### config.mk
export PLATFORM = sky130hd
export DESIGN_NAME = fifo_wr_framer
export DESIGN_NICKNAME = d
export VERILOG_FILES = /design/src/rtl/fifo_wr_framer.sv
export SDC_FILE = /design/constraint.sdc
export NUM_CORES = 1
export LEC_CHECK = 0
export ABC_AREA = 0
export CELL_PAD_IN_SITES_DETAIL_PLACEMENT = 1
export CELL_PAD_IN_SITES_GLOBAL_PLACEMENT = 1
export CORE_ASPECT_RATIO = 1.25
export CORE_UTILIZATION = 33
export CTS_CLUSTER_SIZE = 14
export DETAILED_ROUTE_END_ITERATION = 12
export PLACE_DENSITY_LB_ADDON = 0.1
export SKIP_CTS_REPAIR_TIMING = 1
export SYNTH_ARGS = -nofsm -noshare
export SYNTH_HDL_FRONTEND = slang
export SYNTH_SLANG_ARGS = --single-unit
### constraint.sdc
create_clock -name Wclk -period 1.5 [get_ports Wclk]
set_input_delay 0.15 -clock Wclk [delete_from_list [all_inputs] [get_ports Wclk]]
set_output_delay 0.15 -clock Wclk [all_outputs]
set_load 0.01 [all_outputs]
### src/rtl/fifo_wr_framer.sv
`default_nettype none
// ============================================================================
// fifo_wr_framer : frames a valid/ready beat stream into FIFO words, appending
//                  a count/err trailer per frame and truncating long frames.
// Revision 1.0
// ============================================================================
module fifo_wr_framer #(
  parameter int DATA_WIDTH = 8,
  parameter int MAX_BEATS  = 16
) (
  input  logic                  Wclk,
  input  logic                  Wrstb,
  input  logic                  InValid,
  output logic                  InReady,
  input  logic [DATA_WIDTH-1:0] InData,
  input  logic                  InLast,
  input  logic                  Full,
  output logic                  Wen,
  output logic [DATA_WIDTH-1:0] WrData,
  output logic [15:0]           FrameCnt,
  output logic [15:0]           TruncCnt
);

  localparam int CNT_WIDTH = $clog2(MAX_BEATS + 1);
  localparam logic [CNT_WIDTH-1:0] MAX_CNT = CNT_WIDTH'(MAX_BEATS);

  typedef enum logic [1:0] {
    IDLE    = 2'd0,
    BODY    = 2'd1,
    TRAILER = 2'd2,
    DROP    = 2'd3
  } state_t;

  state_t                state_q, state_d;
  logic                  out_valid_q, out_valid_d;
  logic [DATA_WIDTH-1:0] out_data_q, out_data_d;
  logic                  out_trl_q, out_trl_d;
  logic [CNT_WIDTH-1:0]  cnt_q, cnt_d;
  logic                  err_q, err_d;
  logic                  drop_pend_q, drop_pend_d;
  logic [15:0]           frame_cnt_q, frame_cnt_d;
  logic [15:0]           trunc_cnt_q, trunc_cnt_d;

  logic                  out_free;
  logic                  consume;
  logic                  in_ready;
  logic                  accept;
  logic [CNT_WIDTH-1:0]  cnt_inc;
  logic [DATA_WIDTH-1:0] trailer_word;

  assign out_free = ~out_valid_q | ~Full;
  assign consume  = out_valid_q & ~Full;
  assign cnt_inc  = cnt_q + CNT_WIDTH'(1);

  always_comb begin
    trailer_word                 = '0;
    trailer_word[DATA_WIDTH-1]   = err_q;
    trailer_word[CNT_WIDTH-1:0]  = cnt_q;
  end

  always_comb begin
    in_ready = 1'b0;
    case (state_q)
      IDLE, BODY: in_ready = out_free;
      TRAILER:    in_ready = 1'b0;
      DROP:       in_ready = 1'b1;
      default:    in_ready = 1'b0;
    endcase
  end

  assign accept = InValid & in_ready;

  always_comb begin
    state_d     = state_q;
    out_valid_d = consume ? 1'b0 : out_valid_q;
    out_data_d  = out_data_q;
    out_trl_d   = out_trl_q;
    cnt_d       = cnt_q;
    err_d       = err_q;
    drop_pend_d = drop_pend_q;
    frame_cnt_d = frame_cnt_q;
    trunc_cnt_d = trunc_cnt_q;

    // The err bit of a trailer word is read back from the register itself so
    // the counters track exactly what the FIFO received.
    if (consume && out_trl_q) begin
      frame_cnt_d = frame_cnt_q + 16'd1;
      if (out_data_q[DATA_WIDTH-1]) trunc_cnt_d = trunc_cnt_q + 16'd1;
    end

    case (state_q)
      IDLE: begin
        if (accept) begin
          out_valid_d = 1'b1;
          out_data_d  = InData;
          out_trl_d   = 1'b0;
          cnt_d       = CNT_WIDTH'(1);
          err_d       = 1'b0;
          if (InLast) begin
            state_d = TRAILER;
          end else if (MAX_CNT == CNT_WIDTH'(1)) begin
            err_d       = 1'b1;
            drop_pend_d = 1'b1;
            state_d     = TRAILER;
          end else begin
            state_d = BODY;
          end
        end
      end
      BODY: begin
        if (accept) begin
          out_valid_d = 1'b1;
          out_data_d  = InData;
          out_trl_d   = 1'b0;
          cnt_d       = cnt_inc;
          if (InLast) begin
            state_d = TRAILER;
          end else if (cnt_inc == MAX_CNT) begin
            err_d       = 1'b1;
            drop_pend_d = 1'b1;
            state_d     = TRAILER;
          end
        end
      end
      TRAILER: begin
        if (out_free) begin
          out_valid_d = 1'b1;
          out_data_d  = trailer_word;
          out_trl_d   = 1'b1;
          drop_pend_d = 1'b0;
          state_d     = drop_pend_q ? DROP : IDLE;
        end
      end
      DROP: begin
        if (accept && InLast) state_d = IDLE;
      end
      default: state_d = IDLE;
    endcase
  end

  always_ff @(posedge Wclk) begin
    if (!Wrstb) begin
      state_q     <= IDLE;
      out_valid_q <= 1'b0;
      out_data_q  <= '0;
      out_trl_q   <= 1'b0;
      cnt_q       <= '0;
      err_q       <= 1'b0;
      drop_pend_q <= 1'b0;
      frame_cnt_q <= '0;
      trunc_cnt_q <= '0;
    end else begin
      state_q     <= state_d;
      out_valid_q <= out_valid_d;
      out_data_q  <= out_data_d;
      out_trl_q   <= out_trl_d;
      cnt_q       <= cnt_d;
      err_q       <= err_d;
      drop_pend_q <= drop_pend_d;
      frame_cnt_q <= frame_cnt_d;
      trunc_cnt_q <= trunc_cnt_d;
    end
  end

  assign InReady  = in_ready;
  assign Wen      = out_valid_q;
  assign WrData   = out_data_q;
  assign FrameCnt = frame_cnt_q;
  assign TruncCnt = trunc_cnt_q;

endmodule
`default_nettype wire

## After elaboration in Yosys (flattened, before gate mapping)

Cells that the tools add are included.
W data, S select, Z words.

| cells by class | value |
|---|---|
| reduce and logical (&&, ||, !) cells | 13 |
| multiplexer cells | 29 |
| equal/unequal tests | 12 |
| bitwise operators | 5 |
| add/sub/neg operators | 3 |

Operators with widths:

| cell | number |
|---|---|
| $add A16 B1 Y16 const B | 2 |
| $mux W2 | 8 |
| $mux W8 | 2 |
| $pmux W8 S2 | 1 |
| $reduce_and A5 Y1 | 3 |
| $ne A2 B2 Y1 const B | 6 |
| $mux W5 | 2 |
| $pmux W5 S2 | 1 |
| $mux W1 | 9 |
| $pmux W1 S2 | 4 |
| $pmux W2 S4 | 1 |
| $reduce_and A3 Y1 | 2 |
| $reduce_bool A2 Y1 | 3 |
| $add A5 B1 Y5 const B | 1 |
| $eq A5 B5 Y1 const B | 1 |
| $eq A2 B2 Y1 const B | 2 |
| $ne A3 B3 Y1 const B | 1 |
| $pmux W1 S3 | 1 |
| $and A1 B1 Y1 | 2 |
| $eq A2 B1 Y1 const B | 1 |
| $logic_and A1 B1 Y1 | 2 |
| $logic_not A2 Y1 | 1 |
| $ne A2 B1 Y1 const B | 1 |
| $not A1 Y1 | 2 |
| 3 further kinds | 3 |

| storage, ports and cells | value |
|---|---|
| register bits after elaboration | 51 |

## Depth between registers and ports, before layout

| depth | value |
|---|---|
| depth after elaboration | 7 |
| gate-level depth with buffers | 7 |

## Worst setup path after synthesis

OpenSTA, ideal clock, no wires.

| timing | value |
|---|---|
| kind | register to register |
| start | register frame_cnt_q[0], in the netlist FrameCnt[0] |
| end | register frame_cnt_q[12], in the netlist FrameCnt[12] |
| buffers on the path | 0 |
| setup slack | -0.023 ns |
| cell stages (with the launch flop) | 7 |
| data arrival time | 1.408 ns |
| cell sequence | dfxtp_1 ha_1 nand4b_1 nor3_2 nand4_1 xnor2_1 and2_1 |

| between the ends | value |
|---|---|
| cells in the longest elaborated chain, start to end | 1 |

Ends and longest elaborated chain:

| what | RTL line | text |
|---|---|---|
| start, declared | 41 | `logic [15:0] frame_cnt_q, frame_cnt_d;` |
| start signal, assigned | 160 | `frame_cnt_q <= frame_cnt_d;` |
| $add A16 B1 Y16 | 87 | `frame_cnt_d = frame_cnt_q + 16'd1;` |

No other way between the ends.
A chain may end at the register's enable or synchronous reset.

## Final worst setup path

| timing | value |
|---|---|
| start | register frame_cnt_q[3], in the netlist FrameCnt[3] |
| end | output FrameCnt[3] |

RTL lines:

| what | RTL line | text |
|---|---|---|
| end, declared | 20 | `output logic [15:0] FrameCnt,` |

No word-level cell between the ends.

==> summary.md <==
| Metric | Value |
|---|---|
| Status | `finished, final reports clean` |
| Worst path arrival time | `1.30 ns` |
| Clock root cell | `clkbuf_8` |
| Final Hold Violating Endpoints | `0` |
| WP data required | `1.35 ns` |
| Setup TNS | `0 ns` |
| Final Max Tran Viols | `0` |
| Inst Count DP | `441` |
| Via count | `2,241` |
| Cell Rows | `34` |
| Crit Reg-Reg Startpoint | `Wen` |
| Setup Crit Path Kind | `flip-flop to primary output` |
| Post-layout min period | `1.45 ns` |
| Pint | `0.00202 W` |
| CTS tree | `built` |
| DP HPWL | `4730 um` |
| CP max stage delay | `0.52 ns` |
| Clock Latency Late Sink | `0.30 ns` |
| Port bufs | `54` |
| Crit path cell chain | `buf_4, clkdlybuf4s50_1` |
| Worst slew pin tran | `0.316 ns` |
| Global-route wire length before repair | `10,700 um` |
| Routability congestion estimate | `0.825` |
| CTS H-tree depth | `2` |
| Warnings from Yosys | `0` |
| Met2 wire len | `3160 um` |
| Crit path from | `FrameCnt[3]` |
| Most common cell after layout, fill and taps aside | `clkdlybuf4s50_1` |
| Final worst setup slack | `0.0549 ns` |
| Die X | `77.5 um` |
| Hold Crit Start | `InData[6]` |
| Post-synthesis sequential area ratio | `0.434` |
| Rel. slew slack | `0.788` |
| Net Count, Synth | `285` |
| Worst Clk Skew | `0.00801 ns` |
| Wl on met1 | `2900 um` |
| Top sig layer | `met4` |
| Drt wl/cell | `14.0 um` |
| Crit-path leading delay family | `buffers and inverters` |
| Max-Cap Viols | `0` |
| FF+latch count, synth | `51` |
| Worst hold-check path type | `primary input to flip-flop` |
| Post-detailed-route count of antenna-violating nets | `0` |
| Clk slew on worst S/H paths | `0.10 ns` |
| Min-Delay Path Depth | `3` |
| Met3 wire length | `174 um` |
| Num CTS Buffers | `5` |
| CP max-delay cell | `clkdlybuf4s50_1` |
| Largest net degree at the start of global routing | `29` |
| RSZ-0062 raised after global routing | `yes` |
| Maximum vdd drop | `0.430 mV` |
| Total GRT Usage | `0.180` |
| Sequential power share | `0.517` |
| I/O pins | `55` |
| CP Max Fanout | `4` |
| Power Total | `0.00282 W` |
| Logic gate share of total power | `0.197` |
| Reg2Reg Depth | `5` |
| CTS sink count | `51` |
| Grt ovf | `0` |
| Post-Syn Area | `0.00235 mm^2` |
| CP Launch Type | `flip-flop` |
| Post-Syn Instances | `269` |
| Avg Cell Area, Syn | `8.74 um^2` |
| DRT iter0 DRCs | `68` |
| Starting Density | `0.339` |
| Critical path depth in cells | `2` |
| Layout filler cell count | `841` |
| DRC Markers | `0` |
| NetSw | `0.000793 W` |
| Final setup violation count | `0` |
| Initial antenna violation count | `0` |
| Max Freq | `0.692 GHz` |
| Switching share of total power | `0.282` |
| Die Ht | `96.4 um` |
| First drt pass iteration count | `4` |
| Non-Filler Instances | `450` |
| Static Leakage | `1.49 nW` |
| Core box area | `0.00693 mm^2` |
| Worst Path Buf+Inv | `2` |
| Critical Path Sink Type | `primary output` |
| P per Cell Area | `816 mW/mm^2` |
| Layout cells sized above 1 | `0.214` |
| Post-synth cell types | `46` |
| Utilization after layout | `0.497` |
| Final period utilization | `0.963` |
| Most frequent cells in the layout | `clkdlybuf4s50_1 (43), dfxtp_1 (38), buf_4 (37)` |
| # diodes | `0` |
| Clock network power share | `0.287` |
| Fin nets | `375` |
| Number of global-route vias before repair | `2,253` |
| Final wirelength | `6290 um` |
| Post-Place Worst Slack | `-0.327 ns` |
| Max clock buf depth | `2` |
| Die area | `0.00747 mm^2` |
| Area Overhead vs Synth | `46.6%` |
| Vias/cell | `4.98` |
==> routing by layer <==
layer | global-route usage | vias to the layer above
li1 | - | 1110
met3 | 0.0282 | 4
met1 | 0.224 | 1092
met2 | 0.325 | 35
met4 | 0.0425 | 0
met5 | 0 | -
==> power by group through the flow <==
stage	logic, W	registers (W)	clock network [W]
3_5_place_dp	0.000557	0.00149	0
4_1_cts	0.000560	0.00146	0.000843
5_1_grt	0.000615	0.00146	0.000897
6_report	0.000554	0.00145	0.000807
2_1_floorplan	0.000245	0.00150	0
3_3_place_gp	0.000549	0.00149	0
==> path summary, 6_finish.rpt <==
path,to,slack [ns]
min reg2reg,WrData[7],0.48
min,WrData[6],0.41
max reg2reg,TruncCnt[9],0.07
max,FrameCnt[3],0.05
==> stage by stage <==
step	hold WS (ns)	area, um^2
floorplan	0.272	2370
CTS	0.406	3360
global route	0.422	3450
detailed placement	0.477	3280
finish	0.409	3450
global placement	0.469	3280
==> layout make-up <==
| type | count | area (um^2) | area share |
|---|---|---|---|
| flip-flops and latches | 51 | 1050 | 0.304 |
| inverters | 3 | 11.3 | 0.00326 |
| well taps | 90 | 113 | 0.0326 |
| clock inverters | 2 | 12.5 | 0.00363 |
| repair buffers | 94 | 897 | 0.260 |
| clock buffers | 6 | 72.6 | 0.0210 |
| multi-input cells | 204 | 1300 | 0.376 |
==> synth_stat cells, drive strengths merged <==
library cell,number,area (um^2)
nor2b,4,25.0
and4,4,35.0
nand2b,3,18.8
and3b,1,8.76
nand3,14,70.1
a21bo,1,10.0
a21o,1,7.51
and4b,1,10.0
xor2,16,140
nand4,11,68.8
o221a,1,11.3
o31ai,1,7.51
nand4b,2,17.5
and3,4,25.0
a211oi,1,7.51
mux2i,3,30.0
inv,3,11.3
buf,7,51.3
ha,3,37.5
o22ai,1,6.26
clkbuf,4,15.0
and2,12,75.1
nor2,38,158
o21ai,5,25.0
nor3,4,25.0
a21oi,11,66.3
dfxtp,51,1020
a21boi,2,15.0
a311oi,6,52.6
o311a,1,10.0
nand2,32,120
or2,1,6.26
and2b,1,7.51
xnor2,13,114
a31oi,1,6.26
o21a,1,7.51
nand3b,1,7.51
or3,2,12.5
o221ai,1,8.76
==> flip-flops by register name, summed over array words and instances, names as in the netlist <==
register     count
TruncCnt        16
state_q          2
out_trl_q        1
FrameCnt        16
err_q            1
cnt_q            5
Wen              1
WrData           8
drop_pend_q      1
==> kinds of logic (layout without fill, tap and decap cells) <==
kind of cell / Yosys count / after routing / share of synthesized area
buf+inv: 14 / 105 / 0.0330
xor+xnor: 29 / 29 / 0.108
compound gates: 34 / 34 / 0.103
flops: 51 / 51 / 0.434
mux: 3 / 3 / 0.0128
simple gates: 135 / 135 / 0.294
fa+ha+maj: 3 / 3 / 0.0160
==> worst min-delay path, cell delays in order <==
cell and delay (ns):
clkdlybuf4s50_1 0.40, nand3_1 0.07, a21oi_1 0.06
(Power assumes the default switching activity.)
